File: config.mk
export PLATFORM = sky130hd
export DESIGN_NAME = run_ctrl
export DESIGN_NICKNAME = d
export VERILOG_FILES = /design/src/rtl/run_ctrl.sv
export SDC_FILE = /design/constraint.sdc
export NUM_CORES = 1
export LEC_CHECK = 0
export ABC_AREA = 0
export BUFFER_PORTS_ARGS = -buffer_cell sky130_fd_sc_hd__buf_2
export CORE_UTILIZATION = 33
export DETAILED_ROUTE_END_ITERATION = 12
export SLEW_MARGIN = 20
export SYNTH_ARGS = -nofsm -noshare
export SYNTH_HDL_FRONTEND = slang
export SYNTH_SLANG_ARGS = --single-unit
File: constraint.sdc
create_clock -name clk -period 2.9 [get_ports clk]
set_input_delay 0.145 -clock clk [delete_from_list [all_inputs] [get_ports clk]]
set_output_delay 0.145 -clock clk [all_outputs]
set_load 0.03 [all_outputs]
File: src/rtl/run_ctrl.sv
// Run controller for the X9 core: host preload, core execution, halt/timeout detection
// and completion handshake. Owns the single data-memory write port.
module run_ctrl #(
    parameter int unsigned D       = 12,
    parameter int unsigned AW      = 8,
    parameter int unsigned DW      = 8,
    parameter int unsigned HALT_PC = 128,
    parameter int unsigned TMO     = 4000
) (
    input  logic          clk,
    input  logic          reset,
    input  logic          req,
    input  logic          host_valid,
    input  logic          host_last,
    input  logic [AW-1:0] host_addr,
    input  logic [DW-1:0] host_data,
    output logic          host_ready,
    input  logic [D-1:0]  prog_ctr,
    input  logic          core_wr_en,
    input  logic [AW-1:0] core_addr,
    input  logic [DW-1:0] core_dat,
    output logic          core_rst,
    output logic          mem_wr_en,
    output logic [AW-1:0] mem_addr,
    output logic [DW-1:0] mem_dat,
    output logic          done,
    output logic          timeout,
    output logic [15:0]   cycles
);

    typedef enum logic [1:0] {StIdle, StLoad, StRun, StDone} state_e;

    localparam logic [D-1:0] HaltPc  = D'(HALT_PC);
    localparam logic [15:0]  TmoLast = 16'(TMO - 1);

    state_e      state_q, state_d;
    logic [15:0] cycles_q, cycles_d;
    logic        timeout_q, timeout_d;

    always_ff @(posedge clk) begin
        if (!reset) begin
            state_q   <= StIdle;
            cycles_q  <= '0;
            timeout_q <= 1'b0;
        end else begin
            state_q   <= state_d;
            cycles_q  <= cycles_d;
            timeout_q <= timeout_d;
        end
    end

    always_comb begin
        state_d   = state_q;
        cycles_d  = cycles_q;
        timeout_d = timeout_q;
        case (state_q)
            StIdle: begin
                if (req) begin
                    state_d   = StLoad;
                    cycles_d  = '0;
                    timeout_d = 1'b0;
                end
            end
            StLoad: begin
                if (host_valid && host_last) begin
                    state_d = StRun;
                end
            end
            StRun: begin
                if (cycles_q != 16'hFFFF) begin
                    cycles_d = cycles_q + 16'd1;
                end
                // Halt takes priority over a coincident timeout.
                if (prog_ctr == HaltPc) begin
                    state_d   = StDone;
                    timeout_d = 1'b0;
                end else if (cycles_q == TmoLast) begin
                    state_d   = StDone;
                    timeout_d = 1'b1;
                end
            end
            StDone: begin
                if (!req) begin
                    state_d = StIdle;
                end
            end
            default: state_d = StIdle;
        endcase
    end

    // Memory port mux: host in LOAD, core in RUN, idle otherwise.
    always_comb begin
        mem_wr_en = 1'b0;
        mem_addr  = '0;
        mem_dat   = '0;
        if (state_q == StLoad) begin
            mem_wr_en = host_valid;
            mem_addr  = host_addr;
            mem_dat   = host_data;
        end else if (state_q == StRun) begin
            mem_wr_en = core_wr_en;
            mem_addr  = core_addr;
            mem_dat   = core_dat;
        end
    end

    assign host_ready = (state_q == StLoad);
    assign core_rst   = (state_q != StRun);
    assign done       = (state_q == StDone);
    assign timeout    = timeout_q;
    assign cycles     = cycles_q;

endmodule

==> impl_summary.txt <==
----------------------------------------------------
[Power]
  Leak pwr ... 0.000915 uW
  Power share of the clock group ... 13.8%
  Post-layout power ... 1310 uW
  Largest voltage drop on the vdd net ... 0.000319 V
  Cell Pwr Density ... ~660 nW/um2
  Switching share of total power ... 49.3%
  Internal ... 665 uW
  Sequential power share ... 22.4%
  Net switching power ... 646 uW
  Combinational fraction of design power ... 63.9%

[Setup path]
  Data arrival at the endpoint of the critical path ... 2020 ps
  Largest fanout of any net on the critical path ... 16
  R2r worst-path depth ... 6
  Terminus of the critical flop-to-flop path ... cycles[14]
  R2R setup slack ... 770 ps
  Setup crit end kind ... primary output
  Required time of the critical path ... between 2000 and 3000 ps
  Source of the worst register-to-register timing path ... state_q[0]
  Delay contributed by the slowest stage of the critical path ... 340 ps
  Slowest library cell on the worst path ... sky130_fd_sc_hd__dfxtp_1
  Cell-by-cell listing of the critical path ... inv_1 -> ha_1 -> clkinv_1 -> nor2_1 -> buf_4 -> a22o_1 -> buf_2
  Critical path class ... reg2out
  Critical path launch point type ... flip-flop

[Flow run]
  Max-capacitance violation count ... 0

[STA]
  Accumulated negative setup slack ... 0 ps
  Worst hold slack ... roughly 300 ps
  Layout Skew ... 2.97 ps
  Post-route fraction of the period consumed by the critical path ... 74.7%
  Number of hold-slack violations in the final timing report ... 0
  Final period demand of the worst path ... 2170 ps
  Endpoints failing setup ... 0
  Slew margin rel. ... between 50% and 60%
  F_max ... 461 MHz
  Setup repair after global routing missed its margin ... no
  Number of max-slew violations in the final report ... 0
  Worst Max-Slew Pin Slew ... roughly 720 ps

[Hold path]
  Hold path start ... reset
  Type of the tightest min-delay check ... in2reg
  Hold Path Stages ... 2
  WHS Endpoint ... state_q[0]

[Detailed routing]
  DR DRC count ... 0
  Average via count per standard cell ... around 5.5
  Drt first-iter violations ... 122
  Final wirelength ... 4.56 mm
  Routed WL per cell ... 14.7 um
  First-pass DRT Iterations ... 4
  Total via count after detailed routing ... around 1700
  Post-DRT Antenna Nets ... 0

[Logic synthesis]
  Dominant synthesized flop cell ... sky130_fd_sc_hd__dfxtp_1
  FFs w/ async S/R, synth ... 0%
  Post-synth net total ... 231
  Syn Inst Count ... 176
  Part of the Yosys area used for sequential elements ... a little over a quarter
  Register bit count reported by yosys ... 19
  Post-Syn Area ... 1460 um2
  Mean area per synthesized cell ... 8.27 um2
  Number of synthesized flops with an enable pin ... 0
  Synth warnings ... 0
  Number of distinct library cells after synthesis ... 52

[Finish]
  Post-Layout Cell Count ... 310
  Number of diodes ... 0
  Layout cells sized above 1 ... 39.6%
  Layout net count ... 316
  Area growth from synthesis to layout ... 35.6%
  Layout fillers ... between 400 and 500

[Global route]
  Global-route wire length before repair ... between 6 and 7 mm
  Total congestion overflow ... 0
  Via count of the first global-routing pass ... 1369
  Largest net degree at the start of global routing ... 23
  Total routing usage reported by global routing ... roughly 18%
  Initial antenna violation count ... 0

[Outcome]
  Result of the run ... finished, final reports clean

[CTS]
  Number of gates resized after cts ... 0
  CTS Sinks ... 19
  Clock network latency to the later pin of the worst-skew pair ... roughly 250 ps
  Number of hold buffers added after cts ... 0
  CTS tree ... yes
  Post-CTS setup-driven buffer insertion count ... 0
  CTS buffer count ... 3
  # H-tree levels ... 1
  Root cell of the clock tree ... sky130_fd_sc_hd__clkbuf_8
  Clock edge transition at the registers on the reported setup and hold paths ... 70 ps
  Clock buffer depth ... 2

[Floorplanning]
  Die Outline Area ... approximately 4700 um2
  Starting Density ... between 30% and 40%
  Number of placed I/O pins ... 87
  Floorplan die height ... 68.4 um
  Die Span X ... 68.4 um
  Core footprint ... ~4100 um2
  Cell Rows ... 23

[Placement]
  Buffers added on ports ... 86
  Total placed cells including tap cells ... 306
  Post-DP HPWL ... 3.43 mm
  Final weighted congestion in routability-driven placement ... between 0.8 and 0.9

----------------------------------------------------
[logic make-up after synthesis]
kind of cell    after synthesis  share of synthesized area [%]
fa+ha+maj                     5                           4.30
simple gates                 76                           31.3
mux                           2                           1.37
flops                        19                           26.1
buf+inv                      17                           5.50
compound gates               57                           31.4
[worst max path at each step]
stage | endpoint | from | slack, ps
after global routing | mem_dat[7] | state_q[0] | 570
after floorplan | mem_addr[0] | state_q[0] | 770
final | mem_dat[7] | state_q[0] | 730
after CTS | mem_dat[7] | state_q[0] | 720
after detailed placement | cycles[14] | state_q[0] | 790
after global placement | cycles[14] | state_q[0] | 840
[routing by layer]
layer	global-route usage, %	vias to the layer above	part of all wire [%]
met5	0	-	0
met4	3.91	0	0.59
met3	3.83	2	5.2
met2	27.1	59	44
met1	27.2	763	50
li1	-	881	-
[cell usage after synthesis (2+ instances only)]
cell | count | area share (%)
sky130_fd_sc_hd__dfxtp_1 | 19 | 26
sky130_fd_sc_hd__nand2_1 | 19 | 4.9
sky130_fd_sc_hd__a22o_1 | 17 | 10
sky130_fd_sc_hd__and4_1 | 8 | 4.8
sky130_fd_sc_hd__nor2_1 | 8 | 2.1
sky130_fd_sc_hd__clkbuf_1 | 7 | 1.8
sky130_fd_sc_hd__nand4_1 | 7 | 3.0
sky130_fd_sc_hd__nor3_1 | 7 | 2.4
sky130_fd_sc_hd__a211oi_1 | 6 | 3.1
sky130_fd_sc_hd__ha_1 | 5 | 4.3
sky130_fd_sc_hd__inv_1 | 5 | 1.3
sky130_fd_sc_hd__o21ai_0 | 5 | 1.7
sky130_fd_sc_hd__nand3_1 | 4 | 1.4
sky130_fd_sc_hd__a21oi_1 | 3 | 1.0
sky130_fd_sc_hd__a221o_1 | 3 | 2.1
sky130_fd_sc_hd__nor4_1 | 3 | 1.3
sky130_fd_sc_hd__o311ai_0 | 3 | 1.8
sky130_fd_sc_hd__o32ai_1 | 3 | 1.8
sky130_fd_sc_hd__a31oi_1 | 2 | 0.86
sky130_fd_sc_hd__and3_1 | 2 | 0.86
sky130_fd_sc_hd__buf_4 | 2 | 1.0
sky130_fd_sc_hd__mux2i_1 | 2 | 1.4
sky130_fd_sc_hd__nand2b_1 | 2 | 0.86
sky130_fd_sc_hd__nand3b_1 | 2 | 1.0
sky130_fd_sc_hd__nor4b_1 | 2 | 1.2
sky130_fd_sc_hd__o211ai_1 | 2 | 1.0
sky130_fd_sc_hd__o22ai_1 | 2 | 0.86
sky130_fd_sc_hd__or3_1 | 2 | 0.86
[metrics by stage]
step / utilization (%) / instance area [um2] / setup slack [ps]
detailed placement: 46.9 / 1930 / 792
global placement: 46.9 / 1930 / 836
floorplan: - / 1460 / 772
CTS: 48.0 / 1970 / 721
finish: 48.0 / 1970 / 733
global route: 48.0 / 1970 / 575
[area by class of cell]
cell class | instances | area [um2] | area share, %
well taps | 50 | 62.6 | 3.17
inverters | 6 | 22.5 | 1.14
flip-flops and latches | 19 | 380 | 19.3
repair buffers | 91 | 468 | 23.7
multi-input cells | 140 | 996 | 50.4
clock buffers | 4 | 45.0 | 2.28
[placed cells by master, fill, tap and decap left out, drive strengths merged, types with 3 or more instances in the layout]
cell type,count
a211oi,6
a21oi,4
a221o,3
a22o,17
and4,8
buf,91
clkbuf,4
dfxtp,19
ha,5
inv,5
nand2,19
nand3,4
nand4,8
nor2,9
nor3,7
nor4,3
o21ai,6
o311ai,3
o32ai,3
or3,3
[sequential cells by signal, indices dropped and copies added, names as in the netlist]
signal	cells
cycles	16
timeout	1
state_q	2
[critical path, delay by kind of cell, from the launching register on]
kind / cells / cell delay, ps
compound gates: 1 / 150
flops: 1 / 340
simple gates: 1 / 170
buf+inv: 4 / 820
fa+ha+maj: 1 / 280
[power by group through the flow]
stage          clock, uW  combinational (uW)  sequential, uW
2_1_floorplan          0                 608             299
3_3_place_gp           0                 834             298
3_5_place_dp           0                 835             299
4_1_cts              189                 838             293
5_1_grt              202                 908             295
6_report             181                 837             293
Power figures use the tool's default switching activity.
